**src/rtl/clb_cfg_loader.sv**
```systemverilog
// Purpose : load a DATA_W-wide pad bitstream, verify its XOR checksum, shift it serially into the CLB chain, then latch it and enable the fabric.
// Latency : a pad strobe rise is acted on 3 clk_i later; the first chain shift is the cycle after capture; one bit per cycle.
// Backpress: none; a strobe edge during shifting is an overrun and lands in sticky ERROR until mode is released.
//
// Ports:
//   clk_i, rst_i        core clock, synchronous active-high reset
//   pad_cfg_mode_i      async session request (synchronized here)
//   pad_cfg_strobe_i    async word strobe, rising edge = new word on pad_cfg_data_i
//   pad_cfg_data_i      async word, held stable well before strobe rises
//   chain_shift_o/bit_o serial config chain interface, LSB of each word first
//   chain_latch_o       one-cycle pulse committing the chain to active config
//   clb_en_o            user fabric enable, high only after a verified load
//   cfg_busy_o/done_o/err_o  session status flags
module clb_cfg_loader #(
    parameter int DATA_W    = 8,
    parameter int CHAIN_LEN = 64
) (
    input  logic              clk_i,
    input  logic              rst_i,
    input  logic              pad_cfg_mode_i,
    input  logic              pad_cfg_strobe_i,
    input  logic [DATA_W-1:0] pad_cfg_data_i,
    output logic              chain_shift_o,
    output logic              chain_bit_o,
    output logic              chain_latch_o,
    output logic              clb_en_o,
    output logic              cfg_busy_o,
    output logic              cfg_done_o,
    output logic              cfg_err_o
);

    localparam int NWORDS = (CHAIN_LEN + DATA_W - 1) / DATA_W;
    localparam int LASTN  = CHAIN_LEN - (NWORDS - 1) * DATA_W;
    localparam int WCW    = $clog2(NWORDS + 1);
    localparam int BCW    = $clog2(DATA_W + 1);

    localparam logic [WCW-1:0] LAST_WORD = WCW'(NWORDS - 1);
    localparam logic [BCW-1:0] FULL_TOP  = BCW'(DATA_W - 1);
    localparam logic [BCW-1:0] LAST_TOP  = BCW'(LASTN - 1);

    typedef enum logic [2:0] {
        ST_IDLE,
        ST_WAIT_WORD,
        ST_SHIFT,
        ST_WAIT_CSUM,
        ST_LATCH,
        ST_ERROR,
        ST_RUN
    } state_t;

    state_t state_q, state_d;

    logic              mode_m1, mode_s;
    logic              strb_m1, strb_s, strb_prev;
    logic              strb_edge;

    logic [DATA_W-1:0] word_q, word_d;
    logic [DATA_W-1:0] csum_q, csum_d;
    logic [WCW-1:0]    word_cnt_q, word_cnt_d;
    logic [BCW-1:0]    bit_cnt_q, bit_cnt_d;
    logic [BCW-1:0]    bit_top;
    logic [DATA_W-1:0] word_sh;

    // Two-flop synchronizers for the pad controls, plus one history flop
    // on the strobe so a rising edge produces a single-cycle event.
    always_ff @(posedge clk_i) begin
        if (rst_i) begin
            mode_m1   <= 1'b0;
            mode_s    <= 1'b0;
            strb_m1   <= 1'b0;
            strb_s    <= 1'b0;
            strb_prev <= 1'b0;
        end else begin
            mode_m1   <= pad_cfg_mode_i;
            mode_s    <= mode_m1;
            strb_m1   <= pad_cfg_strobe_i;
            strb_s    <= strb_m1;
            strb_prev <= strb_s;
        end
    end

    assign strb_edge = strb_s & ~strb_prev;

    // The final word only contributes LASTN bits to the chain; its upper
    // bits are dropped from the shift but still count toward the checksum.
    assign bit_top = (word_cnt_q == LAST_WORD) ? LAST_TOP : FULL_TOP;

    // Next-state logic. pad_cfg_data_i is sampled directly without a
    // synchronizer: it has been stable for several cycles by the time the
    // synchronized strobe edge arrives. Dropping mode aborts an open session
    // and takes priority over overrun and checksum outcomes.
    always_comb begin
        state_d    = state_q;
        word_d     = word_q;
        csum_d     = csum_q;
        word_cnt_d = word_cnt_q;
        bit_cnt_d  = bit_cnt_q;

        case (state_q)
            ST_IDLE, ST_RUN: begin
                if (mode_s) begin
                    state_d    = ST_WAIT_WORD;
                    word_cnt_d = '0;
                    csum_d     = '0;
                end
            end

            ST_WAIT_WORD: begin
                if (!mode_s) begin
                    state_d = ST_IDLE;
                end else if (strb_edge) begin
                    word_d    = pad_cfg_data_i;
                    csum_d    = csum_q ^ pad_cfg_data_i;
                    bit_cnt_d = '0;
                    state_d   = ST_SHIFT;
                end
            end

            ST_SHIFT: begin
                if (!mode_s) begin
                    state_d = ST_IDLE;
                end else if (strb_edge) begin
                    state_d = ST_ERROR;
                end else if (bit_cnt_q == bit_top) begin
                    if (word_cnt_q == LAST_WORD) begin
                        state_d = ST_WAIT_CSUM;
                    end else begin
                        word_cnt_d = word_cnt_q + WCW'(1);
                        state_d    = ST_WAIT_WORD;
                    end
                end else begin
                    bit_cnt_d = bit_cnt_q + BCW'(1);
                end
            end

            ST_WAIT_CSUM: begin
                if (!mode_s) begin
                    state_d = ST_IDLE;
                end else if (strb_edge) begin
                    state_d = (pad_cfg_data_i == csum_q) ? ST_LATCH : ST_ERROR;
                end
            end

            ST_LATCH: begin
                state_d = ST_RUN;
            end

            ST_ERROR: begin
                if (!mode_s) begin
                    state_d = ST_IDLE;
                end
            end

            default: begin
                state_d = ST_IDLE;
            end
        endcase
    end

    // Bit presented on the chain during the cycle that state_d describes.
    assign word_sh = word_d >> bit_cnt_d;

    always_ff @(posedge clk_i) begin
        if (rst_i) begin
            state_q    <= ST_IDLE;
            word_q     <= '0;
            csum_q     <= '0;
            word_cnt_q <= '0;
            bit_cnt_q  <= '0;
        end else begin
            state_q    <= state_d;
            word_q     <= word_d;
            csum_q     <= csum_d;
            word_cnt_q <= word_cnt_d;
            bit_cnt_q  <= bit_cnt_d;
        end
    end

    // Outputs are registered from the next state so they line up exactly
    // with the state they describe, with no combinational path to the pins.
    always_ff @(posedge clk_i) begin
        if (rst_i) begin
            chain_shift_o <= 1'b0;
            chain_bit_o   <= 1'b0;
            chain_latch_o <= 1'b0;
            clb_en_o      <= 1'b0;
            cfg_busy_o    <= 1'b0;
            cfg_done_o    <= 1'b0;
            cfg_err_o     <= 1'b0;
        end else begin
            chain_shift_o <= (state_d == ST_SHIFT);
            chain_bit_o   <= (state_d == ST_SHIFT) & word_sh[0];
            chain_latch_o <= (state_d == ST_LATCH);
            clb_en_o      <= (state_d == ST_RUN);
            cfg_busy_o    <= (state_d == ST_WAIT_WORD) ||
                             (state_d == ST_SHIFT) ||
                             (state_d == ST_WAIT_CSUM);
            cfg_done_o    <= (state_d == ST_RUN);
            cfg_err_o     <= (state_d == ST_ERROR);
        end
    end

endmodule

```
**config.mk**
```make
export PLATFORM = sky130hd
export DESIGN_NAME = clb_cfg_loader
export DESIGN_NICKNAME = d
export VERILOG_FILES = /design/src/rtl/clb_cfg_loader.sv
export SDC_FILE = /design/constraint.sdc
export NUM_CORES = 1
export LEC_CHECK = 0
export BUFFER_PORTS_ARGS = -buffer_cell sky130_fd_sc_hd__buf_2
export CORE_ASPECT_RATIO = 0.9
export CORE_MARGIN = 2
export CORE_UTILIZATION = 58
export CTS_BUF_LIST = sky130_fd_sc_hd__clkbuf_16
export CTS_CLUSTER_DIAMETER = 40
export DETAILED_ROUTE_END_ITERATION = 10
export PLACE_DENSITY = 0.81
export SYNTH_ARGS = -nofsm -noshare
export SYNTH_HDL_FRONTEND = slang
export SYNTH_SLANG_ARGS = --single-unit
```
**constraint.sdc**
```tcl
create_clock -name clk_i -period 2.8 [get_ports clk_i]
set_clock_uncertainty 0.2 [all_clocks]
set_input_delay 0.42 -clock clk_i [delete_from_list [all_inputs] [get_ports clk_i]]
set_output_delay 0.42 -clock clk_i [all_outputs]
set_load 0.05 [all_outputs]
```
==> flow_summary.ini <==
[logic_synthesis]
yosysTopAreaCell = sky130_fd_sc_hd__dfxtp_1
ys_top_cells_by_area = sky130_fd_sc_hd__dfxtp_1, sky130_fd_sc_hd__a21oi_1, sky130_fd_sc_hd__nor2_1, sky130_fd_sc_hd__o21ai_0, sky130_fd_sc_hd__xor2_1
synthTopCellsByCount = sky130_fd_sc_hd__dfxtp_1, sky130_fd_sc_hd__nor2_1, sky130_fd_sc_hd__a21oi_1, sky130_fd_sc_hd__o21ai_0, sky130_fd_sc_hd__nand2_1
async_flop_share = 0
synthesis.area_per_instance_um2 = 8.66
synth_nets = 236
synth-seq-cells = 38
synth_top_area_share = 0.396
synth_sequential_area_ratio = 0.396
synthesis.instances = 222
synth-main-ff-cell = sky130_fd_sc_hd__dfxtp_1
synth.distinct_cells = 51
synth_enable_flop_cells = 0
synth_warnings = 0
mappedNetlistArea_um2 = 1920
yosys.cell_count.top_type = sky130_fd_sc_hd__dfxtp_1

[sta]
setup-tns-final_ns = 0
timing.final.crit_share = 0.864
worst_slack_ns = 0.380
setup-violations-final = 0
maxSlewHeadroom = 0.589
maxSlewViolCount = 0
final_hold_viol_count = 0
max_clock_freq_mhz = 413
post-route-min-period_ns = 2.42
tightestPinTransition_ns = 0.615
rsz0062_at_grt = no

[placed_design]
dpl.cell_count = 270
placement.io_buffers = 18
placement.setup.worst_slack_ns = 0.440
place.detailed.hpwl_um = 2720
gp_congestion = 0.871

[clock_tree]
number_of_buffers_created_by_cts = 5
worstSkewPairLatency_ns = 0.28
numClockSinks = 38
tritoncts = done
postCtsHoldBufs = 0
h-tree-depth = 2
cts.path.max_buffers = 2
postCtsResizedCells = 0
path_clk_slew_ns = 0.05
cts_setup_buffers = 0
library_cell_used_as_clock_root_buffer = sky130_fd_sc_hd__clkbuf_16

[worst_setup_path]
cp.required_ns = 2.75
worst_setup_path_end_kind = flip-flop
worst-path-max-fanout = 9
startpoint_type = flip-flop
timing_worst_setup_path_type = reg -> reg
critPathArrivalTime_ns = 2.37

[die]
die_width_um = 64.7
io-pin-count = 19
die_ar_um2 = 3790
initial_core_util = 0.618
fp.coreArea_um2 = 3110
placement_rows = 19
dieHeight_um = 58.6

[power]
power_density_nw_per_um2 = 521
peakVddDrop_v = 0.000413
p_leak_nw = 0.808

[routing]
drt_first_iter_violations = 122
detail_route.vias_per_cell = 5.86
drt-pass1-iter-count = 4
postRouteAntennaNets = 0
drc = 0
drt_wl_total_um = 4050
detailroute.via_count = 1624
routedWlPerCell_um = 14.6

[global_routing]
pin_count_of_the_biggest_net_entering_global_routing = 31
grt_antenna_before_repair = 0
grt-ovfl-total = 0
grtUsageTotal = 0.235
grt_first_pass_wirelength_um = 6730
vias_in_the_first_global_route = 1424

[finish]
post_route_cells_drive_above_1_share = 0.145
finish.utilization = 0.684
post_route_insts_no_fill = 277
fin_nets = 249
antenna-diode-count = 0
area_overhead_of_the_layout_relative_to_synthesis_pct = 10.8

[run_status]
status = finished clean

[flow_run]
drv_cap = 0

[hold_path]
holdCritPathClass = in -> reg
-- where the power goes --
group / switching [mW] / leakage (nW) / internal [mW]
clock network: 0.190 / 0.0723 / 0.317
registers: 0.00469 / 0.307 / 0.547
logic: 0.0317 / 0.428 / 0.0196
total: 0.227 / 0.808 / 0.883
-- layout by cell type (no fill, tap or decap), drive strengths merged, types with 2 or more instances in the layout --
cell,count
o31ai,2
inv,3
nor3,6
nand4,3
nor2b,7
dfxtp,38
o22ai,3
nand3b,4
buf,20
nor2,24
clkbuf,5
xor2,7
ha,2
or3,2
nand3,8
a211oi,5
mux2i,5
a31oi,3
xnor2,5
nand2b,6
nand2,13
o21a,4
and3b,2
o21bai,2
o21ai,16
a21oi,19
nor4,2
-- per-stage QoR --
stage	hold slack (ns)	power, mW	cell area [um2]
6_report	0.149	1.11	2130
4_1_cts	0.152	1.12	2130
3_3_place_gp	0.216	0.612	2000
5_1_grt	0.164	1.16	2130
3_5_place_dp	0.231	0.613	2000
2_1_floorplan	0.214	0.593	1920
-- cell families (layout without fill, tap and decap cells) --
group / Yosys count / after routing / synth area share
buffers and inverters: 15 / 28 / 0.0449
AOI/OAI and AO/OA: 64 / 64 / 0.223
muxes: 6 / 6 / 0.0319
adders and majority gates: 2 / 2 / 0.0130
xor gates and xnor gates: 12 / 12 / 0.0547
DFF: 38 / 38 / 0.396
and+or+nand+nor: 85 / 85 / 0.237
-- critical path, cell delays in order (launching register included) --
cell,delay [ns]
sky130_fd_sc_hd__dfxtp_1,0.34
sky130_fd_sc_hd__ha_1,0.25
sky130_fd_sc_hd__and3b_1,0.29
sky130_fd_sc_hd__or4_1,0.65
sky130_fd_sc_hd__o21ai_0,0.12
sky130_fd_sc_hd__o21ai_0,0.10
sky130_fd_sc_hd__o22ai_1,0.21
sky130_fd_sc_hd__o22ai_1,0.13
-- layer usage --
layer,global-route usage,up-vias,wire (um)
met3,0.0516,8,244
met5,0,-,0
met4,0.131,0,80
met1,0.342,733,1940
met2,0.321,56,1790
li1,-,827,-
-- flip-flops by register name, summed over array words and instances, names as in the netlist --
| name | count |
|---|---|
| word_q | 8 |
| cfg_busy_o | 1 |
| cfg_err_o | 1 |
| mode_s | 1 |
| bit_cnt_q | 4 |
| cfg_done_o | 1 |
| word_cnt_q | 4 |
| csum_q | 8 |
| strb_s | 1 |
| strb_m1 | 1 |
| chain_bit_o | 1 |
| mode_m1 | 1 |
| strb_prev | 1 |
| chain_shift_o | 1 |
| state_q | 3 |
| chain_latch_o | 1 |
-- cell type report --
type / count / area, um2
Fill cell: 251 / 983
Clock buffer: 5 / 125
Clock inverter: 2 / 7.51
Multi-Input combinational cell: 169 / 1080
Tap cell: 42 / 52.6
Inverter: 1 / 3.75
Timing Repair Buffer: 20 / 105
Sequential cell: 38 / 761
-- final timing paths --
check	start	cells past startpoint	slack [ns]	endpoint
min reg2reg	strb_m1	1	0.24	strb_s
max	bit_cnt_q[0]	7	0.38	chain_bit_o
min	pad_cfg_mode_i	2	0.15	mode_m1
max reg2reg	bit_cnt_q[0]	7	0.38	chain_bit_o
Power figures use the tool's default switching activity.
